==> src/rtl/i2c_cfg_sequencer.sv <==
// i2c_cfg_sequencer: walks a ROM configuration table and feeds I2C command words to the master FIFO
module i2c_cfg_sequencer #(
    parameter int CLK_FREQ_MHZ   = 100,
    parameter int TIMEOUT_US     = 10000,
    parameter int ROM_ADDR_WIDTH = 8,
    parameter int MAX_RETRY      = 2
) (
    input  logic                      clk,
    input  logic                      rstn,
    input  logic                      start,
    output logic                      busy,
    output logic                      done,
    output logic                      error,
    output logic [ROM_ADDR_WIDTH-1:0] err_index,
    output logic [7:0]                mismatch_cnt,
    output logic                      rom_en,
    output logic [ROM_ADDR_WIDTH-1:0] rom_addr,
    input  logic [33:0]               rom_data,
    output logic [55:0]               fifo_din,
    output logic                      fifo_wr_en,
    input  logic                      fifo_full,
    input  logic                      wr_data_success,
    input  logic [7:0]                rdata,
    input  logic                      rdata_valid
);
    localparam logic [2:0] IDLE  = 3'd0;
    localparam logic [2:0] FETCH = 3'd1;
    localparam logic [2:0] LATCH = 3'd2;
    localparam logic [2:0] PUSH  = 3'd3;
    localparam logic [2:0] WAIT  = 3'd4;
    localparam logic [2:0] NEXT  = 3'd5;
    localparam logic [2:0] DONE  = 3'd6;
    localparam logic [2:0] ERR   = 3'd7;
    // The counter holds cycles spent in WAIT; the attempt expires when the next count reaches TERM,
    // so consecutive re-issues of one entry are exactly the timeout period apart.
    localparam logic [31:0] TERM = 32'(CLK_FREQ_MHZ * TIMEOUT_US - 1);
    localparam logic [3:0] RETRY_MAX = 4'(MAX_RETRY);
    localparam logic [ROM_ADDR_WIDTH-1:0] IDX_LAST = '1;

    logic [2:0]                state_q, state_d;
    logic [ROM_ADDR_WIDTH-1:0] idx_q, idx_d, err_index_q, err_index_d;
    logic [3:0]                retry_q, retry_d;
    logic [31:0]               cnt_q, cnt_d;
    logic [33:0]               entry_q, entry_d;
    logic                      error_q, error_d;
    logic [7:0]                mismatch_q, mismatch_d;
    logic                      cmpl, expired;

    // entry bit 32 selects which completion strobe belongs to the in-flight transaction
    assign cmpl    = entry_q[32] ? rdata_valid : wr_data_success;
    assign expired = (cnt_q + 32'd1) >= TERM;

    assign busy         = (state_q != IDLE) && (state_q != DONE) && (state_q != ERR);
    assign done         = state_q == DONE;
    assign error        = error_q;
    assign err_index    = err_index_q;
    assign mismatch_cnt = mismatch_q;
    assign rom_en       = state_q == FETCH;
    assign rom_addr     = rom_en ? idx_q : '0;
    assign fifo_wr_en   = (state_q == PUSH) && !fifo_full;
    assign fifo_din     = fifo_wr_en ? {entry_q[32], entry_q[31], 7'd0, entry_q[30:0], 16'd0} : '0;

    // sequencer next-state: table walk, push, completion/timeout/retry handling
    always_comb begin
        state_d     = state_q;
        idx_d       = idx_q;
        retry_d     = retry_q;
        cnt_d       = cnt_q;
        entry_d     = entry_q;
        error_d     = error_q;
        err_index_d = err_index_q;
        mismatch_d  = mismatch_q;
        case (state_q)
            IDLE: if (start) begin
                state_d     = FETCH;
                idx_d       = '0;
                retry_d     = '0;
                error_d     = 1'b0;
                err_index_d = '0;
                mismatch_d  = '0;
            end
            FETCH: state_d = LATCH;
            LATCH: begin
                entry_d = rom_data;
                state_d = PUSH;
            end
            PUSH: if (!fifo_full) begin
                cnt_d   = '0;
                state_d = WAIT;
            end
            WAIT: if (cmpl) begin
                if (entry_q[32] && (rdata != entry_q[7:0]) && (mismatch_q != 8'hFF))
                    mismatch_d = mismatch_q + 8'd1;
                state_d = NEXT;
            end else if (expired) begin
                if (retry_q < RETRY_MAX) begin
                    retry_d = retry_q + 4'd1;
                    state_d = PUSH;
                end else begin
                    error_d     = 1'b1;
                    err_index_d = idx_q;
                    state_d     = ERR;
                end
            end else begin
                cnt_d = cnt_q + 32'd1;
            end
            NEXT: begin
                retry_d = '0;
                state_d = (entry_q[33] || (idx_q == IDX_LAST)) ? DONE : FETCH;
                idx_d   = (entry_q[33] || (idx_q == IDX_LAST)) ? idx_q : idx_q + ROM_ADDR_WIDTH'(1);
            end
            default: state_d = IDLE;
        endcase
    end

    // state registers with synchronous active-low reset
    always_ff @(posedge clk) begin
        if (!rstn) begin
            state_q     <= IDLE;
            idx_q       <= '0;
            retry_q     <= '0;
            cnt_q       <= '0;
            entry_q     <= '0;
            error_q     <= 1'b0;
            err_index_q <= '0;
            mismatch_q  <= '0;
        end else begin
            state_q     <= state_d;
            idx_q       <= idx_d;
            retry_q     <= retry_d;
            cnt_q       <= cnt_d;
            entry_q     <= entry_d;
            error_q     <= error_d;
            err_index_q <= err_index_d;
            mismatch_q  <= mismatch_d;
        end
    end
endmodule

==> config.mk <==
export PLATFORM = sky130hd
export DESIGN_NAME = i2c_cfg_sequencer
export DESIGN_NICKNAME = d
export VERILOG_FILES = /design/src/rtl/i2c_cfg_sequencer.sv
export SDC_FILE = /design/constraint.sdc
export NUM_CORES = 1
export LEC_CHECK = 0
export CAP_MARGIN = 20
export CORE_ASPECT_RATIO = 1.25
export CORE_MARGIN = 5
export CORE_UTILIZATION = 49
export CTS_CLUSTER_DIAMETER = 80
export DETAILED_ROUTE_END_ITERATION = 10
export GPL_ROUTABILITY_DRIVEN = 0
export HOLD_SLACK_MARGIN = 0.1
export MAX_ROUTING_LAYER = met4
export PLACE_DENSITY = 0.9
export SLEW_MARGIN = 20
export SYNTH_ARGS = -nofsm -noshare
export SYNTH_HDL_FRONTEND = slang
export SYNTH_SLANG_ARGS = --single-unit
==> constraint.sdc <==
create_clock -name clk -period 7.9 [get_ports clk]
set_input_delay 1.185 -clock clk [delete_from_list [all_inputs] [get_ports clk]]
set_output_delay 1.185 -clock clk [all_outputs]
set_load 0.01 [all_outputs]
======== Yosys cells after proc, flatten, opt, wreduce, memory -nomap -nowiden ========
Cells that the tools add are included.
storage, ports and cells
  bits in registers ....................... 98
  bits in writable memories ............... 0
  latch bits .............................. 0
  logic and storage cells ................. 89
  ROM bits ................................ 0
  memories ................................ 0
operators by class
  $mul .................................... 0
  equality and inequality tests ........... 22
  order comparisons ....................... 2
  bitwise logic cells ..................... 0
  divide/modulo/power cells ............... 0
  mux-type cells .......................... 34
  shifts and indexed selects .............. 0
  $add $sub $neg .......................... 4
  reductions and logical operators ........ 19
operators with widths
  kind                     number
  $mux W32                 3
  $mux W8                  8
  $pmux W32 S2             1
  $mux W56                 1
  $pmux W8 S2              3
  $add A32 B1 Y32 const B  1
  $ge A32 B20 Y1 const B   1
  $ne A2 B2 Y1 const B     10
  $mux W3                  6
  $pmux W3 S6              1
  $add A8 B1 Y8 const B    2
  $mux W4                  4
  $pmux W4 S3              1
  $reduce_and A5 Y1        2
  $eq A3 B3 Y1 const B     3
  $ne A3 B3 Y1 const B     3
  $eq A8 B8 Y1 const B     1
  $ne A8 B8 Y1             1
  $ne A8 B8 Y1 const B     1
  $reduce_and A4 Y1        2
  $eq A3 B2 Y1 const B     2
  $reduce_and A3 Y1        2
  $reduce_bool A2 Y1       3
  $reduce_bool A3 Y1       2
  other kinds (9)          17

======== Logic depth before layout (Yosys ltp) ========
  depth after elaboration ................. 6
  depth in mapped cells ................... 12
  gate-level depth less buffers ........... 10

======== Worst setup path before layout ========
No wires, ideal clock.
  path type ............................... flip-flop to flip-flop
  from .................................... register cnt_q[0]
  to ...................................... register cnt_q[11]
  slack ................................... 4.574 ns
  stages on the path, launching flop included .. 12
  period minus slack after synthesis ...... 3.326 ns
  data arrival time ....................... 3.212 ns
  cell sequence ........................... dfxtp_1 ha_1 nand3_1 clkbuf_1 or4_1 a2111oi_0 o211ai_1 or4b_4 a211oi_4 nor3_4 buf_6 a21o_1
on the way
  longest elaborated chain between the ends .. 4
  elaborated cells on any way between the ends .. 7
ends and longest elaborated chain
  item                                                                line     RTL
  start: declaration                                                  43       logic [31:0] cnt_q, cnt_d;
  start signal: assignment                                            131      cnt_q <= cnt_d;
  $add A32 B1 Y32 (*)                                                 51, 105
  $ge A32 B20 Y1 / $mux W32 (equally long branches)                   51, 95
  $ne A2 B2 Y1 (no line) / $mux W32 (equally long branches)           --
  $reduce_and A4 Y1 (no line) / $pmux W32 S2 (equally long branches)  --
Mark *: on every way between the ends. The rest lies on a longest branch, timed or not. The select of a mux whose other input is x is not followed.
A chain may end at the register's enable or synchronous reset.

======== Worst setup path in the final report ========
  from .................................... register state_q[1]
  to ...................................... output fifo_wr_en
on the way
  longest elaborated chain between the ends .. 2
ends and longest elaborated chain
  item                      line  RTL
  start: declaration        40    logic [2:0] state_q, state_d;
  start signal: assignment  128   state_q <= state_d;
  $eq A3 B2 Y1              60    assign fifo_wr_en = (state_q == PUSH) && !fifo_full;
  $logic_and A1 B1 Y1       60
  end: declaration          20    output logic fifo_wr_en,
No other way between the ends.

==> impl_metrics.yaml <==
yosys:
  synth.distinct_cells: 63
  yosys.area_share.simple: 0.313
  yosys_most_used_dff: "dfxtp_1"
  synthCells: 704
  async_flop_share: 0
  yosys.area_share.xor_xnor: 0.0415
  synth_top_family_by_area: "simple AND/OR/NAND/NOR gates"
  yosys_warnings: 0
  synth_fa_ha_area_frac: 0.0114
  synth_area_mm2: 0.00549
  synth_edf_count: 0
  yosysSeqAreaShare: 0.357
  synth.largest_area_cell: "dfxtp_1"
  syn_avg_cell_area_um2: 7.80
  synth_top_area_share: 0.357
  synth_area_leaders: "dfxtp_1 36%, nand2_1 8.1%, a21oi_1 5.3%"
  synth_mux_area_frac: 0.0260
  synth-seq-cells: 98
  synth_compound_area_frac: 0.172
critical_path:
  regToRegStartpoint: "cnt_q[0]$_SDFFE_PN0P_"
  r2r_slack_ns: 3.86
  critPathArrivalTime_ns: 2.86
  worst-path-max-fanout: 35
  end_kind: "output port"
  cp-start-kind: "flop"
  cp_data_required_time_ns: 6.71
  ff2ff_path_depth: 9
  path_class: "flop to output port"
  worstReg2RegEnd: "cnt_q[11]$_SDFFE_PN0P_"
layout:
  final_common_cell: "nand2_1"
  stdcell_area_mm2: 0.00679
  drive_above_1_share: 0.0533
  area_delta_synth_final_pct: 23.7
  fillers: 922
  fin_nets: 837
  seq_area_mm2: 0.00196
  multiInputGateArea_mm2: 0.00320
  n_antenna_cell: 0
  final_cell_mix: "118 x nand2_1, 109 x clkdlybuf4s50_1, 98 x dfxtp_1, 58 x a21oi_1, 41 x and3_1"
die:
  die_area_mm2: 0.0134
  die_w_um: 105
  io_pins: 133
  initial_core_util: 0.498
  die_h_um: 128
  row_count: 43
  coreArea_mm2: 0.0110
clocking:
  cts_setup_buffers: 0
  clock-sinks: 98
  htree_levels: 3
  cts.hold.buffers_added: 0
  clkLatencyLatePin_ns: 0.35
  cts_tree: "yes"
  clock_path_buffers: 2
  cts_inserted_buffers: 9
  cts_resized: 0
  clk_pin_slew_ns: 0.06
  cts-root-buf: "clkbuf_16"
routing:
  drt_first_pass_iters: 5
  avgRoutedWirePerCell_um: 15.6
  vias: 5295
  drtIter0Drc: 278
  ant_nets: 0
  drc: 0
  avgViaCountPerCell: 5.74
  wl_um: 14400
power_and_ir_drop:
  ir_drop_mv: 0.141
  cellPowerDensity_mw_per_mm2: 194
  p_leak_nw: 2.58
  finalPower_w: 0.00132
worst_hold_path:
  whs_endpoint: "retry_q[3]$_SDFFE_PN0P_"
  worstHoldStart: "retry_q[3]$_SDFFE_PN0P_"
  hold_path.class: "flop to flop"
  whs_path_depth: 2
timing:
  timing.hold.ws_ns: 0.437
  fin_crit_sh: 0.512
  hold_viol_final: 0
  final-max-slew-violation-count: 0
  worstMarginPinSlew_ns: 0.913
  fin_skew_ns: 0.00749
  max_freq_mhz: 247
  rsz0062_at_grt: "no"
  finalCriticalPeriod_ns: 4.05
  slew_headroom: 0.390
  finalSetupTns_ns: 0
  finalSetupViolations: 0
run_status:
  status: "finished, final reports clean"
global_route:
  grt_pass1_vias: 5040
  grt_use_total: 0.214
  grt_max_degree: 49
  grt_pass1_wl_um: 23600
  grt_overflow: 0
  antenna_found_initial: 0
job:
  drv_cap: 0
placement:
  hpwl_um: 10100
  port_buffers: 109
  placed_area_mm2: 0.00651
power by group:
part | leakage, nW | switching [W] | total [W] | internal, W
sequential | 0.792 | 0.0000451 | 0.000575 | 0.000530
clock | 0.135 | 0.000192 | 0.000414 | 0.000222
combinational | 1.65 | 0.000206 | 0.000327 | 0.000121
total | 2.58 | 0.000442 | 0.00132 | 0.000873
logic make-up after synthesis:
group                      count (synthesis)
DFF                                       98
and+or+nand+nor                          335
muxes                                     14
AOI/OAI and AO/OA                        143
xor gates and xnor gates                  26
buffers and inverters                     82
other                                      1
adders and majority gates                  5
worst max-delay path: stages, from the launching register on:
cell and delay (ns):
dfxtp_1 0.67, nor2b_4 0.69, nand2_1 0.27, inv_1 0.29, clkdlybuf4s50_1 0.59
per-layer routing:
layer	up-vias	GRT usage	wire length (um)
li1	2600	-	-
met1	2466	0.258	6160
met2	204	0.362	7010
met3	25	0.0386	911
met4	0	0.0737	267
met5	-	-	0
worst max-delay path by stage:
stage / slack, ns / from / cells after the start / end
3_5_place_dp: 3.87 / fifo_full / 5 / fifo_din[29]
6_report: 3.85 / state_q[1]$_SDFFE_PN0P_ / 4 / fifo_wr_en
5_1_grt: 3.41 / cnt_q[0]$_SDFFE_PN0P_ / 9 / cnt_q[3]$_SDFFE_PN0P_
2_1_floorplan: 4.57 / cnt_q[0]$_SDFFE_PN0P_ / 11 / cnt_q[11]$_SDFFE_PN0P_
3_3_place_gp: 3.87 / fifo_full / 5 / fifo_din[35]
4_1_cts: 3.50 / state_q[1]$_SDFFE_PN0P_ / 4 / fifo_wr_en
registers in the layout, summed over array words and instances (netlist names):
signal / count
err_index: 8
error: 1
idx_q: 8
cnt_q: 32
retry_q: 4
state_q: 3
entry_q: 34
mismatch_cnt: 8
cell usage after synthesis, drive strengths merged (10+ instances only):
master and number:
nor4 10, and2 22, nand2 119, and3 41
or3 11, mux2i 12, nor3 18, nand3 22
dfxtp 98, a21o 15, buf 36, o21ai 21
inv 14, a21oi 58, nor2 40, nand4 18
clkbuf 32, xor2 20
final cells by class:
| type | instances | share of cell area |
|---|---|---|
| Clock buffer | 10 | 0.0352 |
| Clock inverter | 5 | 0.00571 |
| Inverter | 14 | 0.00774 |
| Multi-Input combinational cell | 546 | 0.470 |
| Sequential cell | 98 | 0.289 |
| Tap cell | 135 | 0.0249 |
| Timing Repair Buffer | 115 | 0.167 |
per-stage QoR:
step	cells	util	setup WS (ns)
2_1_floorplan	726	-	4.57
3_3_place_gp	908	0.590	3.87
3_5_place_dp	908	0.590	3.87
4_1_cts	923	0.615	3.50
5_1_grt	923	0.616	3.41
6_report	923	0.616	3.85
(Power assumes the default switching activity.)
